$ cat src/rtl/sv_param_fifo.sv
// sv_param_fifo: single-clock FWFT FIFO with valid/ready on both sides,
// occupancy count, registered almost-full/almost-empty and sticky error flags.
module sv_param_fifo #(
    parameter int WIDTH    = 32,
    parameter int DEPTH    = 16,
    parameter int AF_LEVEL = DEPTH - 2,
    parameter int AE_LEVEL = 2,
    parameter int CW       = $clog2(DEPTH + 1)
) (
    input  logic             clk,
    input  logic             rst_n,
    input  logic             clr,
    input  logic             s_valid,
    input  logic [WIDTH-1:0] s_data,
    output logic             s_ready,
    output logic             m_valid,
    output logic [WIDTH-1:0] m_data,
    input  logic             m_ready,
    output logic [CW-1:0]    count,
    output logic             almost_full,
    output logic             almost_empty,
    output logic             err_ovf,
    output logic             err_udf
);

    // Pointer width; DEPTH >= 2 keeps this at least one bit.
    localparam int PW = $clog2(DEPTH);

    // Reject parameter sets that would make the thresholds or storage meaningless.
    if (DEPTH < 2) begin : g_chk_depth
        $fatal(1, "sv_param_fifo: DEPTH must be >= 2");
    end
    if (WIDTH < 1) begin : g_chk_width
        $fatal(1, "sv_param_fifo: WIDTH must be >= 1");
    end
    if (!(AE_LEVEL < AF_LEVEL && AF_LEVEL <= DEPTH)) begin : g_chk_levels
        $fatal(1, "sv_param_fifo: need AE_LEVEL < AF_LEVEL <= DEPTH");
    end

    logic [WIDTH-1:0] mem [DEPTH];
    logic [PW-1:0]    wr_ptr, rd_ptr;
    logic [PW-1:0]    wr_ptr_nxt, rd_ptr_nxt;
    logic [CW-1:0]    count_nxt;
    logic             full, empty;
    logic             push, pop;

    // Full/empty come from the registered count only, so the handshake
    // outputs never depend combinationally on s_valid or m_ready.
    assign full    = (count == CW'(DEPTH));
    assign empty   = (count == '0);
    assign s_ready = ~full;
    assign m_valid = ~empty;
    assign push    = s_valid & ~full;
    assign pop     = m_ready & ~empty;

    // First-word-fall-through: the head entry is always on m_data.
    assign m_data = mem[rd_ptr];

    // Next pointer/count values; pointers wrap explicitly since DEPTH need
    // not be a power of two.
    always_comb begin
        wr_ptr_nxt = wr_ptr;
        rd_ptr_nxt = rd_ptr;
        count_nxt  = count;
        if (clr) begin
            wr_ptr_nxt = '0;
            rd_ptr_nxt = '0;
            count_nxt  = '0;
        end else begin
            if (push)
                wr_ptr_nxt = (wr_ptr == PW'(DEPTH - 1)) ? '0 : wr_ptr + 1'b1;
            if (pop)
                rd_ptr_nxt = (rd_ptr == PW'(DEPTH - 1)) ? '0 : rd_ptr + 1'b1;
            case ({push, pop})
                2'b10:   count_nxt = count + 1'b1;
                2'b01:   count_nxt = count - 1'b1;
                default: count_nxt = count;
            endcase
        end
    end

    // Storage write; contents are deliberately not reset.
    always_ff @(posedge clk) begin
        if (push && !clr)
            mem[wr_ptr] <= s_data;
    end

    // Pointer, count and threshold registers; thresholds track the new count.
    always_ff @(posedge clk or negedge rst_n) begin
        if (!rst_n) begin
            wr_ptr       <= '0;
            rd_ptr       <= '0;
            count        <= '0;
            almost_full  <= 1'b0;
            almost_empty <= 1'b1;
        end else begin
            wr_ptr       <= wr_ptr_nxt;
            rd_ptr       <= rd_ptr_nxt;
            count        <= count_nxt;
            almost_full  <= (count_nxt >= CW'(AF_LEVEL));
            almost_empty <= (count_nxt <= CW'(AE_LEVEL));
        end
    end

    // Sticky error flags for dropped requests; only clr or reset clear them.
    always_ff @(posedge clk or negedge rst_n) begin
        if (!rst_n) begin
            err_ovf <= 1'b0;
            err_udf <= 1'b0;
        end else if (clr) begin
            err_ovf <= 1'b0;
            err_udf <= 1'b0;
        end else begin
            if (s_valid && full)
                err_ovf <= 1'b1;
            if (m_ready && empty)
                err_udf <= 1'b1;
        end
    end

endmodule

$ cat config.mk
export PLATFORM = sky130hd
export DESIGN_NAME = sv_param_fifo
export DESIGN_NICKNAME = d
export VERILOG_FILES = /design/src/rtl/sv_param_fifo.sv
export SDC_FILE = /design/constraint.sdc
export NUM_CORES = 1
export LEC_CHECK = 0
export CAP_MARGIN = 15
export CORE_MARGIN = 2
export CORE_UTILIZATION = 54
export CTS_CLUSTER_DIAMETER = 200
export CTS_CLUSTER_SIZE = 20
export DETAILED_ROUTE_END_ITERATION = 8
export PLACE_DENSITY = 0.75
export SKIP_CTS_REPAIR_TIMING = 1
export SYNTH_ARGS = -nofsm -noshare
export SYNTH_HDL_FRONTEND = slang
export SYNTH_SLANG_ARGS = --single-unit
$ cat constraint.sdc
create_clock -name clk -period 3.6 [get_ports clk]
set_clock_uncertainty 0.1 [all_clocks]
set_input_delay 0.72 -clock clk [delete_from_list [all_inputs] [get_ports clk]]
set_output_delay 0.72 -clock clk [all_outputs]
set_load 0.02 [all_outputs]
==> results by group <==
Outcome
  • Outcome: finished, final reports clean

Synthesis
  • Avg Cell Area, Syn: roughly 24 sq um
  • Synth Flop Type: edfxtp_1
  • Asr flop ratio synth: between 3 and 4%
  • Synth Register Bits: 529
  • Post-Syn Area: between 20000 and 25000 sq um
  • Commonest cells post-synth: edfxtp_1, mux4_2, nor2_1
  • Synth Warn #: 0
  • Post-synth EDFFs: ~510
  • Cell with the most instances after synthesis: edfxtp_1
  • Mapped Cells: 844
  • Post-synthesis sequential area ratio: between 70% and 80%
  • Share of the synthesized area in the top cell type: 75.8%
  • Synthesized Nets: 888
  • Unique masters post-synth: 39
  • Ranking of synthesized cells by area: edfxtp_1, mux4_2, dfrtp_1
  • Cell taking the most area after synthesis: edfxtp_1

Placement
  • Detailed placement HPWL: between 20 and 25 mm
  • Buffers on Ports: slightly below 80
  • Final Wtd Congestion: between 0.7 and 0.8

Timing
  • Max Clk Rate: about 280 MHz
  • Setup TNS: 0 ns
  • Final period utilization: between 90% and 100%
  • Rel. slew slack: roughly 39%
  • Fin. Hold Viols: 0
  • Slew at the pin closest to its max-slew limit: around 0.91 ns
  • Final Slew Violations: 0
  • Worst hold margin: between 0.4 and 0.5 ns
  • Setup Viol. Count Final: 0
  • RSZ-0062 raised after global routing: yes
  • Final worst path period need: 3.54 ns

Setup path
  • Worst path depth: 5
  • Reg-to-Reg Start: count[2]
  • Worst setup SP type: flop
  • R2r worst-path depth: 9
  • Critical path class: flop to primary output
  • Slowest CP cell: mux4_2
  • R2r endpoint: almost_empty
  • Critical path, cell by cell: buf_12, clkbuf_16, mux4_2, mux4_2, dlymetal6s2s_1
  • CP required: between 2 and 3 ns
  • Critical path buffer and inverter count: 3
  • Crit path max-delay family: multiplexers
  • Critical Path Max Stage Delay: around 0.52 ns
  • Critical Path Fanout Max: 22
  • Critical Path Most Common Cell: mux4_2
  • R2R Setup Slk: around 0.47 ns
  • Worst Setup End Kind: primary output
  • Crit path arrival time: roughly 2.7 ns

Layout
  • Synth-to-layout area growth: 15.5%
  • Footprint of the multi-input gates: between 4000 and 5000 sq um
  • Final antenna diode count: 0
  • Share of layout cells above drive strength 1: around 28%
  • Filler cells: between 2k and 2.5k
  • Nets: around 1.0k
  • Register area: ~16000 sq um

Route
  • 1st-iter DRT viols: about 950
  • WL per Instance: around 28 um
  • Drt via density: 6.26
  • Drt first pass iters: 5
  • Via count: approximately 9.2k
  • Final Routed Wirelength: 41.1 mm
  • Post-route ant nets: 0
  • DRC: 0

Run
  • Max-cap violation count: 0

Clocking
  • Worst skew pair latency: a little under 0.6 ns
  • TritonCTS buffer count: 30
  • Clk buf depth: 3
  • Reg clk slew, reported paths: roughly 0.080 ns
  • Sink Count: between 500 and 600
  • Root buffer cell: clkbuf_16
  • Htree depth: 1
  • TritonCTS clock tree: built

Die
  • Core box area: 37300 sq um
  • Die extent in x: roughly 200 um
  • # rows: ~70
  • Starting Density: between 50% and 60%
  • Height of the die: between 150 and 200 um
  • I/O pins: 80
  • Die Area: slightly below 40000 sq um

Power and ir drop
  • Pwr Density: around 590 nW/um^2
  • Post-route total power: ~14000 uW
  • Max VDD drop: roughly 0.00044 V
  • P_leak: about 0.0074 uW

Hold path
  • Hold depth: 2
  • Hold/Removal Path Class: flop to flop
  • Hold Path Origin: err_udf
  • Hold EP: err_udf

Global route
  • Gr usage total: approximately a fifth
  • Wire length of the first global-routing pass: approximately 60 mm
  • Vias in the first global route: roughly 9.3k
  • Largest net degree at the start of global routing: 45
  • Grt ovf: 0
  • Initial antenna violation count: 0
[how the worst max path moves through the flow]
stage | to | start
detailed placement | m_data[5] | rd_ptr[1]
global placement | almost_empty | s_valid
global route | m_data[15] | rd_ptr[0]
CTS | m_data[5] | rd_ptr[1]
finish | m_data[4] | rd_ptr[0]
floorplan | mem[13][0] | count[1]
[worst reg2reg max path: stages, from the launching register on]
cell       delay (ns)
dfrtp_1          0.50
nor4_4           0.45
nand2_1          0.12
and2_1           0.27
ha_1             0.27
a21oi_1          0.22
o2bb2ai_1        0.09
a211oi_1         0.25
mux2_2           0.41
a2111oi_4        0.33
[cell usage in the layout, fill, tap and decap left out, types with 2 or more instances in the layout]
| master | instances |
|---|---|
| edfxtp_1 | 512 |
| mux4_2 | 160 |
| clkdlybuf4s50_1 | 47 |
| clkbuf_16 | 32 |
| buf_12 | 31 |
| dlymetal6s2s_1 | 30 |
| clkbuf_1 | 24 |
| buf_4 | 22 |
| nand2_1 | 15 |
| nor2_1 | 15 |
| nor2_4 | 12 |
| dfrtp_1 | 12 |
| a21oi_1 | 8 |
| ha_1 | 7 |
| o21ai_0 | 5 |
| xor2_1 | 4 |
| mux2i_1 | 4 |
| nor3_4 | 4 |
| inv_1 | 3 |
| a21o_1 | 3 |
| a31oi_1 | 3 |
| and2_1 | 2 |
| and2b_1 | 2 |
| mux2_4 | 2 |
| or3_1 | 2 |
| a211oi_1 | 2 |
| nand2b_1 | 2 |
| nand3_1 | 2 |
| clkbuf_2 | 2 |
| dfrtp_4 | 2 |
| dfrtp_2 | 2 |
[kinds of logic (layout without fill, tap and decap cells)]
group                      after synthesis  in the layout  share of synthesized area, %
DFF                                    529            529                          77.9
muxes                                  167            167                          18.2
and+or+nand+nor                         62             62                          1.47
buffers and inverters                   48            194                         0.950
AOI/OAI and AO/OA                       27             27                         0.943
adders and majority gates                7              7                         0.432
xor gates and xnor gates                 4              4                         0.173
[report_power, final]
| part | total, uW | switching, uW | leakage (uW) | internal (uW) |
|---|---|---|---|---|
| Clock | 3460 | 1830 | 0.000417 | 1630 |
| Combinational | 3430 | 1530 | 0.00211 | 1900 |
| Sequential | 6970 | 107 | 0.00483 | 6860 |
| Total | 13900 | 3470 | 0.00736 | 10400 |
[flip-flops by register name, indices dropped and copies added, names as in the netlist]
register      flops
mem             512
count             5
rd_ptr            4
wr_ptr            4
almost_empty      1
almost_full       1
err_ovf           1
err_udf           1
[cell type report]
| class | count | share of cell area, % |
|---|---|---|
| clock inverter | 1 | 0.0694 |
| tap | 474 | 2.53 |
| sequential | 529 | 67.5 |
| multi-input combinational | 267 | 18.9 |
| timing repair buffer | 135 | 7.28 |
| clock buffer | 55 | 3.69 |
| inverter | 3 | 0.0481 |
[metal layers]
layer	wire length, um	global-route usage (%)	share of wire [%]	vias to the layer above
met2	20900	35.2	51	328
met1	17200	31.5	42	4943
met4	688	4.82	1.7	0
li1	-	-	-	3840
met3	2350	2.44	5.7	56
met5	0	0	0	-
[stage by stage]
stage	utilization, %	cell area (sq um)	instances	setup slack (ns)
after floorplan	-	20300	844	0.211
after global placement	59.9	22300	1400	0.281
after detailed placement	59.9	22300	1400	0.261
after CTS	62.3	23200	1456	-0.361
after global routing	62.8	23400	1464	-0.00991
final	62.8	23400	1464	0.0650
Note: power is estimated with default switching activity, not from simulation.
==> edit: new RTL, same flow settings <==
Register the output `err_ovf` once more, without a reset; this adds one clock of latency there. The other outputs are not delayed to match.
--- a/src/rtl/sv_param_fifo.sv
+++ b/src/rtl/sv_param_fifo.sv
@@ -25,6 +25,8 @@
 
     // Pointer width; DEPTH >= 2 keeps this at least one bit.
     localparam int PW = $clog2(DEPTH);
+
+    logic err_ovf_s0;
 
     // Reject parameter sets that would make the thresholds or storage meaningless.
     if (DEPTH < 2) begin : g_chk_depth
@@ -105,18 +107,22 @@
     // Sticky error flags for dropped requests; only clr or reset clear them.
     always_ff @(posedge clk or negedge rst_n) begin
         if (!rst_n) begin
-            err_ovf <= 1'b0;
+            err_ovf_s0 <= 1'b0;
             err_udf <= 1'b0;
         end else if (clr) begin
-            err_ovf <= 1'b0;
+            err_ovf_s0 <= 1'b0;
             err_udf <= 1'b0;
         end else begin
             if (s_valid && full)
-                err_ovf <= 1'b1;
+                err_ovf_s0 <= 1'b1;
             if (m_ready && empty)
                 err_udf <= 1'b1;
         end
     end
 
+    always_ff @(posedge clk) begin
+        err_ovf <= err_ovf_s0;
+    end
+
 endmodule
 
Behaviour: same outputs for any inputs over 4 cycles, from zero or initial values and one cycle with rst_n low; that may be too few to reach the edited logic, so the function may still have changed.
==> edit against the unedited design <==
- utilization is 0.46 points lower
- area after synthesis barely moved
- critical path depth unchanged
- final area down 0.73%
- wire length rose by 4.0%
- sequential cell count rose by 1
- setup slack gained 0.0029 ns
- synthesized cell count rose by 0.12%
- total power grew 0.34%
- hold slack got worse by 0.15 ns
- critical path type unchanged
==> edit: results (changes against the unedited design) <==
stage	metric	value	unit	change
place	place_congestion	0.770		-2.5%
logic_synthesis	synth_fa_ha_area_frac	0.00431		about the same
power	leakage	7.26	nW	-1.4%
global_route	grt_use_met2	0.369		+0.0164
logic_synthesis	synth_compound_area_frac	0.00943		about the same
place	place_area	22200	um2	-0.72%
global_route	grtUsageMet3	0.0313		+0.00698
global_route	grtUsageMet1	0.309		-0.00596
logic_synthesis	ys_types	40		+2.6%
logic_synthesis	synth.mux.area_fraction	0.181		about the same
critical_path	critPathCapture	m_data[0]		
logic_synthesis	synth_xor_area_frac	0.00172		about the same
place	hpwl	22.0	mm	-2.0%
timing	worstMarginPinSlew	0.858	ns	-0.0559 ns
worst_hold_path	min_path_cells	0		-2
detailed_routing	met3WireLength	3.21	mm	+36%
detailed_routing	wl_per_cell	29.4	um	+4.5%
logic_synthesis	syn_nets	889		+0.11%
status	status	completed		
detailed_routing	drt_iter0_markers	1073		+14%
power	vdd_drop_max	0.388	mV	-12%
logic_synthesis	synth.area.top_cells	edfxtp_1, mux4_2, dfrtp_1, nor2_1, clkbuf_1		
critical_path	critPathArrivalTime	2.71	ns	about the same
detailed_routing	first_pass_iters	5		unchanged
detailed_routing	vias	9270		+1.1%
detailed_routing	routedLengthMet1	16.7	mm	-2.9%
logic_synthesis	synth-edff-count	512		unchanged
final_layout	layout-drive-gt1-share	0.279		-0.00251
final_layout	nets	1001		-0.89%
power	p_sw_frac	0.253		+0.00300
global_route	antenna_found_initial	3		+3
logic_synthesis	synthArstFlopShare	0.0321		-0.0000606
global_route	grt_first_pass_wirelength	61.5	mm	+2.2%
logic_synthesis	yosysSeqAreaShare	0.779		about the same
detailed_routing	highest_layer	met5		
global_route	grt_pass1_vias	9577		+2.8%
final_layout	nFillCells	2444		+0.87%
critical_path	path_max_fanout	15		-32%
worst_hold_path	hold_path.startpoint	err_ovf_s0		
global_route	track_usage	0.219		+0.00499
critical_path	slowest_stage	mux4_2		
global_route	grt_max_degree	63		+40%
==> edit: area by class of cell <==
cell class,count,area [um2],area share
clock buffers,55,866,0.0372
flip-flops and latches,530,15800,0.680
diodes,2,5.00,0.000215
repair buffers,125,1520,0.0651
well taps,474,593,0.0255
clock inverters,1,11.3,0.000484
inverters,3,11.3,0.000484
multi-input cells,267,4430,0.190
==> edit: through the flow <==
| stage | std cells | power, W | hold WS, ns | setup slack (ns) | TNS [ns] |
|---|---|---|---|---|---|
| finish | 1457 | 0.0139 | 0.269 | 0.0679 | 0 |
| global route | 1456 | 0.0144 | 0.302 | -0.0226 | -0.0372 |
| CTS | 1448 | 0.0139 | 0.278 | -0.399 | -9.18 |
| detailed placement | 1392 | 0.0104 | 0.280 | 0.250 | 0 |
| global placement | 1392 | 0.0104 | 0.268 | 0.258 | 0 |
| floorplan | 845 | 0.00937 | 0.248 | 0.211 | 0 |
